## src/rtl/hc166_shift_reg_pkg.sv

```systemverilog
// ----------------------------------------------------------------------------
// hc166_shift_reg_pkg
// Shared definitions for the 74HC166-style shift register model.
//   HC166_WIDTH : register length of the real part (8 bits)
//   mode_t      : the three clocked behaviours of the register
//   decode_mode : maps the active-low enables onto a mode
// ----------------------------------------------------------------------------
package hc166_shift_reg_pkg;

   localparam int HC166_WIDTH = 8;

   typedef enum logic [1:0] {
      MODE_HOLD  = 2'd0,
      MODE_LOAD  = 2'd1,
      MODE_SHIFT = 2'd2
   } mode_t;

   // Clock enable dominates: when it is inhibited the parallel enable is a
   // don't-care, which is how the real part behaves.
   function automatic mode_t decode_mode(input logic ce_n, input logic pe_n);
      if (ce_n) begin
         return MODE_HOLD;
      end else if (!pe_n) begin
         return MODE_LOAD;
      end else begin
         return MODE_SHIFT;
      end
   endfunction

endpackage

```

## src/rtl/hc166_shift_reg.sv

```systemverilog
// ----------------------------------------------------------------------------
// hc166_shift_reg
// Parallel-in / serial-out shift register modelled on the 74HC166. Used in
// the hand-controller system model; two instances daisy-chain (q7 -> ds) to
// form a 16-bit MSB-first chain.
// Ports:
//   cp    : shift/load clock, rising edge
//   mr_n  : master reset, asynchronous, active-low, clears the register
//   ce_n  : clock enable, active-low (high = hold)
//   pe_n  : parallel enable, active-low (low = load d, high = shift)
//   ds    : serial input, enters bit 0 on a shift
//   d     : parallel data, d[WIDTH-1] is the first bit presented on q7
//   q7    : serial output, the top register bit
// ----------------------------------------------------------------------------
module hc166_shift_reg
   import hc166_shift_reg_pkg::*;
#(
   parameter int WIDTH = HC166_WIDTH
) (
   input  logic             cp,
   input  logic             mr_n,
   input  logic             ce_n,
   input  logic             pe_n,
   input  logic             ds,
   input  logic [WIDTH-1:0] d,
   output logic             q7
);

   logic [WIDTH-1:0] q;
   mode_t            mode;

   // Decode the enables into hold/load/shift; only its value at the rising
   // cp edge matters, so glitches between edges have no effect.
   assign mode = decode_mode(ce_n, pe_n);

   // The register itself. Reset wins over everything, including an edge that
   // coincides with mr_n low. Shifting moves data toward the top bit so that
   // the parallel word leaves MSB-first; ds is not masked, so an unknown
   // serial input propagates as X just like the real part would.
   always_ff @(posedge cp or negedge mr_n) begin
      if (!mr_n) begin
         q <= '0;
      end else begin
         case (mode)
            MODE_LOAD:  q <= d;
            MODE_SHIFT: q <= {q[WIDTH-2:0], ds};
            default:    q <= q;
         endcase
      end
   end

   assign q7 = q[WIDTH-1];

endmodule

```

## config.mk

```make
export PLATFORM = sky130hd
export DESIGN_NAME = hc166_shift_reg
export DESIGN_NICKNAME = d
export VERILOG_FILES = /design/src/rtl/hc166_shift_reg_pkg.sv /design/src/rtl/hc166_shift_reg.sv
export SDC_FILE = /design/constraint.sdc
export NUM_CORES = 1
export LEC_CHECK = 0
export BUFFER_PORTS_ARGS = -buffer_cell sky130_fd_sc_hd__buf_4
export CORE_AREA = 2 2 39 41
export CTS_CLUSTER_DIAMETER = 150
export DETAILED_ROUTE_END_ITERATION = 6
export DIE_AREA = 0 0 41 43
export GPL_TIMING_DRIVEN = 0
export PLACE_DENSITY_LB_ADDON = 0.2
export SYNTH_ARGS = -nofsm -noshare
export SYNTH_HDL_FRONTEND = slang
export SYNTH_SLANG_ARGS = --single-unit
```

## constraint.sdc

```tcl
create_clock -name cp -period 1.55 [get_ports cp]
set_input_delay 0.155 -clock cp [delete_from_list [all_inputs] [get_ports cp]]
set_output_delay 0.155 -clock cp [all_outputs]
set_load 0.01 [all_outputs]
```

# Yosys cells after proc, flatten, opt, wreduce, memory -nomap -nowiden
# Cells that the tools add are included.
# W data, S select, Z words.
[totals] reg_bits=8 input_bits=13 wordCells=7
[classes] n_eq_ne=2 n_mux=3 n_reduce_logical=1
[op_table] operator="$pmux W8 S2" count=1
[op_table] operator="$mux W2" count=2
[op_table] operator="$eq A2 B1 Y1 const B" count=1
[op_table] operator="$eq A2 B2 Y1 const B" count=1
[op_table] operator="$reduce_bool A2 Y1" count=1

# Longest topological paths before layout
[logic_depth] word_depth=4 depth_mapped=3

# Worst setup path after synthesis
# No wires, ideal clock.
[synth_timing] path_type="reg-to-reg" from="register q[6]" to="register q[7]" arrival_time_ns=0.532 required_time_ns=1.429 slack_ns=0.898 path_stages_with_launch=3 path_buffers=0 period_less_slack_ns=0.652 path_cell_list="dfrtp_1 > mux2i_1 > o21ai_1"
[synth_between] elab_chain_cells=1
[synth_rtl] item="start, declared" line_no="hc166_shift_reg.sv:29" source="logic [WIDTH-1:0] q;"
[synth_rtl] item="start signal, assigned" line_no="hc166_shift_reg.sv:46" source="MODE_SHIFT: q <= {q[WIDTH-2:0], ds};"
[synth_rtl] item="start signal, assigned" line_no="hc166_shift_reg.sv:47" source="default: q <= q;"
[synth_rtl] item="$pmux W8 S2" line_no="hc166_shift_reg.sv:44" source="case (mode)"
# No other way between the ends.
# A chain may end at the register's enable or synchronous reset.

# Final worst setup path
[layout_timing] from="register q[7]" to="output q7"
[layout_lines] item="end, declared" line_no="hc166_shift_reg.sv:26" source="output logic q7"
# No word-level cell between the ends.

==> impl.org <==
** Pwr
- Power spread over the standard cell area amounts to 952 nW/µm².
- IR analysis of the VDD net gives a maximum drop of 0.000480 V.
- LEAKAGE :: 0.258 nW

** Setup path
- Max stage delay on crit path :: 0.37 ns
- Startpoint of the worst-slack reg-to-reg timing path :: q[5]
- Among all stages on the critical path, the largest delay is contributed by sky130_fd_sc_hd__dfrtp_1.
- The critical path is of the reg2out type.
- Required time at the endpoint of the critical path :: 1.39 ns
- Data arrival time at the worst-slack endpoint :: 0.76 ns
- Endpoint of the lowest-slack register-to-register path :: q[6]
- On the critical path the largest part of the delay comes from flip-flops.
- Number of cells on the worst reg-to-reg path :: 2
- CP cell instances :: buf_4
- STA classifies the critical path startpoint as a flop.
- The worst setup path is captured at an output port.
- Together, buffers and inverters on the worst path number 1.
- For flop-to-flop paths, the worst setup slack is 0.83 ns.
- Along the worst path, the maximum fanout reaches 2.

** STA
- PnR worst setup slack :: 0.634 ns
- Counting I/O delays and the setup requirement, the final critical path takes 0.916 ns.
- Worst clock skew :: 0.00196 ns
- Slew HR :: 90.1%
- Static timing analysis puts the maximum clock frequency at 1090 MHz.
- Worst-Margin Slew :: 0.144 ns
- Summed over all failing endpoints, the final setup total negative slack is 0 ns.
- Setup violations remaining at the end of the flow were counted as 0.
- On the final layout, the worst hold slack is 0.150 ns.
- The count of endpoints failing hold in the final timing report was 0.
- Slew Viols, Final :: 0
- Crit share post-route :: 59.1%
- Unrepaired setup endpoints after global routing :: false

** Clocking
- TritonCTS clock tree :: yes
- Library cell used as clock root buffer :: sky130_fd_sc_hd__clkbuf_4
- Counting along the longest clock path gives a buffer depth of 2.
- Number of CTS-inserted buffers :: 3
- In this run, post-CTS repair resized a total of 0 instances.
- Clock tree sinks :: 8
- The clock reaches the later pin of the worst-skew pair after 0.25 ns.
- In this run the post-CTS setup repair buffer count came out at 0.
- CTS built an H-tree with a depth of 1.
- After clock tree synthesis, the clock-pin slew on the worst setup and hold paths is 0.05 ns.

** Layout
- Fraction of final layout cells with drive strength greater than 1 :: 34.0%
- Counting the fill cells in the layout gives 148.
- The top cell types in the final layout, fill and taps aside, are 12 x sky130_fd_sc_hd__buf_4, 8 x sky130_fd_sc_hd__mux2i_1, 8 x sky130_fd_sc_hd__nand2_1, 8 x sky130_fd_sc_hd__o21ai_1, 8 x sky130_fd_sc_hd__dfrtp_1.
- Relative to the synthesized area, the layout overhead comes to 38.3%.
- Final cell count without fillers :: 66
- Flip-flop count of the largest register, all copies and words added :: 8
- Fin nets :: 65
- Registers with the most flip-flops :: q (8)
- Most flop-heavy register :: q
- The library cell used most frequently in the layout, excluding fill and tap cells, is sky130_fd_sc_hd__buf_4.
- Final Instance Area :: 515 µm²
- Antenna cells :: 0

** Routing
- Iter 0 DRT Violations :: 4
- Residual antenna-violating net count after detailed routing :: 0
- Total detailed-routing wirelength :: 703 µm
- DRC violation count after routing :: 0
- The detailed router placed 286 vias in this run.
- Dividing the detail-routed wire length by the instance count gives 10.7 µm.
- Dividing the detail-routed via count by the number of cells gives 4.33.
- Drt pass-1 iters :: 4

** Logic synthesis
- Dividing the synthesized area by the synthesized cell count gives 11.0 µm².
- The synthesized netlist occupies a cell area of 373 µm².
- Yosys printed 0 warnings.
- The synthesized netlist contains 5 unique library cells.
- Counting flops and latches in the post-synthesis netlist gives 8.
- Post-synthesis instance total :: 34
- Sequential fraction of the synthesis area :: 53.7%
- Counting every net in the synthesized netlist gives 47.

** Global routing
- Residual overflow from global routing :: 0
- Via count of the first global-routing pass :: 269
- Global router's overall resource usage :: 10.3%
- Global-route wire length before repair :: 1140 µm
- Number of antenna violations at the first check in global routing :: 0
- Entering global routing, the biggest net connects 11 pins.

** Floorplanning
- The floorplan step set the die width to 41 µm.
- During I/O placement, the number of pins put on the boundary was 14.
- Site row count :: 14
- The die is 43 µm tall.
- Die area :: 1760 µm²
- For this configuration, the core starts out at a cell density of 26.9%.
- Core ar. :: 1380 µm²

** Placement
- The count of buffers added on input and output ports is 12.
- OpenSTA, run right after detailed placement, puts the worst setup slack at 0.845 ns.
- Routability-driven placement finished with a final weighted congestion of 0.643.
- Placed Cells incl. Taps :: 62
- Summing all placed instances gives a cell area of 483 µm².

** Job
- Max-cap check violation count :: 0

** Outcome
- Run status :: completed

** Worst hold path
- The startpoint identified for the worst hold timing path is ce_n.
- Hold-critical path endpoint :: q[4]
- The min-delay analysis places its worst path in the category in2reg.
- Counting instances, the worst hold path has a depth of 2.
cell usage after synthesis:
cell type | n | share of area, %
sky130_fd_sc_hd__o21ai_1 | 8 | 11
sky130_fd_sc_hd__buf_6 | 2 | 6.0
sky130_fd_sc_hd__dfrtp_1 | 8 | 54
sky130_fd_sc_hd__mux2i_1 | 8 | 21
sky130_fd_sc_hd__nand2_1 | 8 | 8.1
layout make-up:
| class | instances | area, µm² | share of cell area [%] |
|---|---|---|---|
| Buffer | 2 | 22.5 | 4.37 |
| Multi-Input combinational cell | 24 | 150 | 29.1 |
| Sequential cell | 8 | 200 | 38.8 |
| Timing Repair Buffer | 13 | 100 | 19.4 |
| Tap cell | 16 | 20.0 | 3.88 |
| Clock buffer | 3 | 22.5 | 4.37 |
power by group:
group / switching (W) / total, W / internal (W)
registers: 0.0000123 / 0.000248 / 0.000235
logic: 0.0000379 / 0.0000889 / 0.0000510
clock network: 0.0000661 / 0.000154 / 0.0000883
what timing repair did:
item                                    in CTS  in global routing
endpoints found under the setup margin       0                  0
hold buffers                                 1                  0
endpoints found under the hold margin        8                  0
metal layers:
metal	vias to the layer above	global-route usage [%]	wire length [µm]
met5	-	0	0
met4	0	4.00	11
met3	2	7.85	79
met2	14	11.9	288
met1	119	14.3	324
li1	151	-	-
kinds of logic (layout without fill, tap and decap cells):
family,count (synthesis),in the layout,share of synthesized area (%)
compound gates,8,8,10.7
simple gates,8,8,8.05
flops,8,8,53.7
buf+inv,2,18,6.04
mux,8,8,21.5
metrics by stage:
step                power, W  utilization, %
global placement    0.000338            34.9
finish              0.000491            37.3
floorplan           0.000297               -
detailed placement  0.000340            34.9
global route        0.000522            37.3
CTS                 0.000502            37.3
worst max-delay path by stage:
| stage | to | cells past startpoint | slack [ns] | from |
|---|---|---|---|---|
| finish | q7 | 1 | 0.63 | q[7] |
| floorplan | q[7] | 2 | 0.90 | q[6] |
| global route | q7 | 1 | 0.59 | q[7] |
| global placement | q[2] | 2 | 0.84 | q[1] |
| CTS | q7 | 1 | 0.62 | q[7] |
| detailed placement | q[6] | 2 | 0.85 | q[5] |
(Power assumes the default switching activity.)
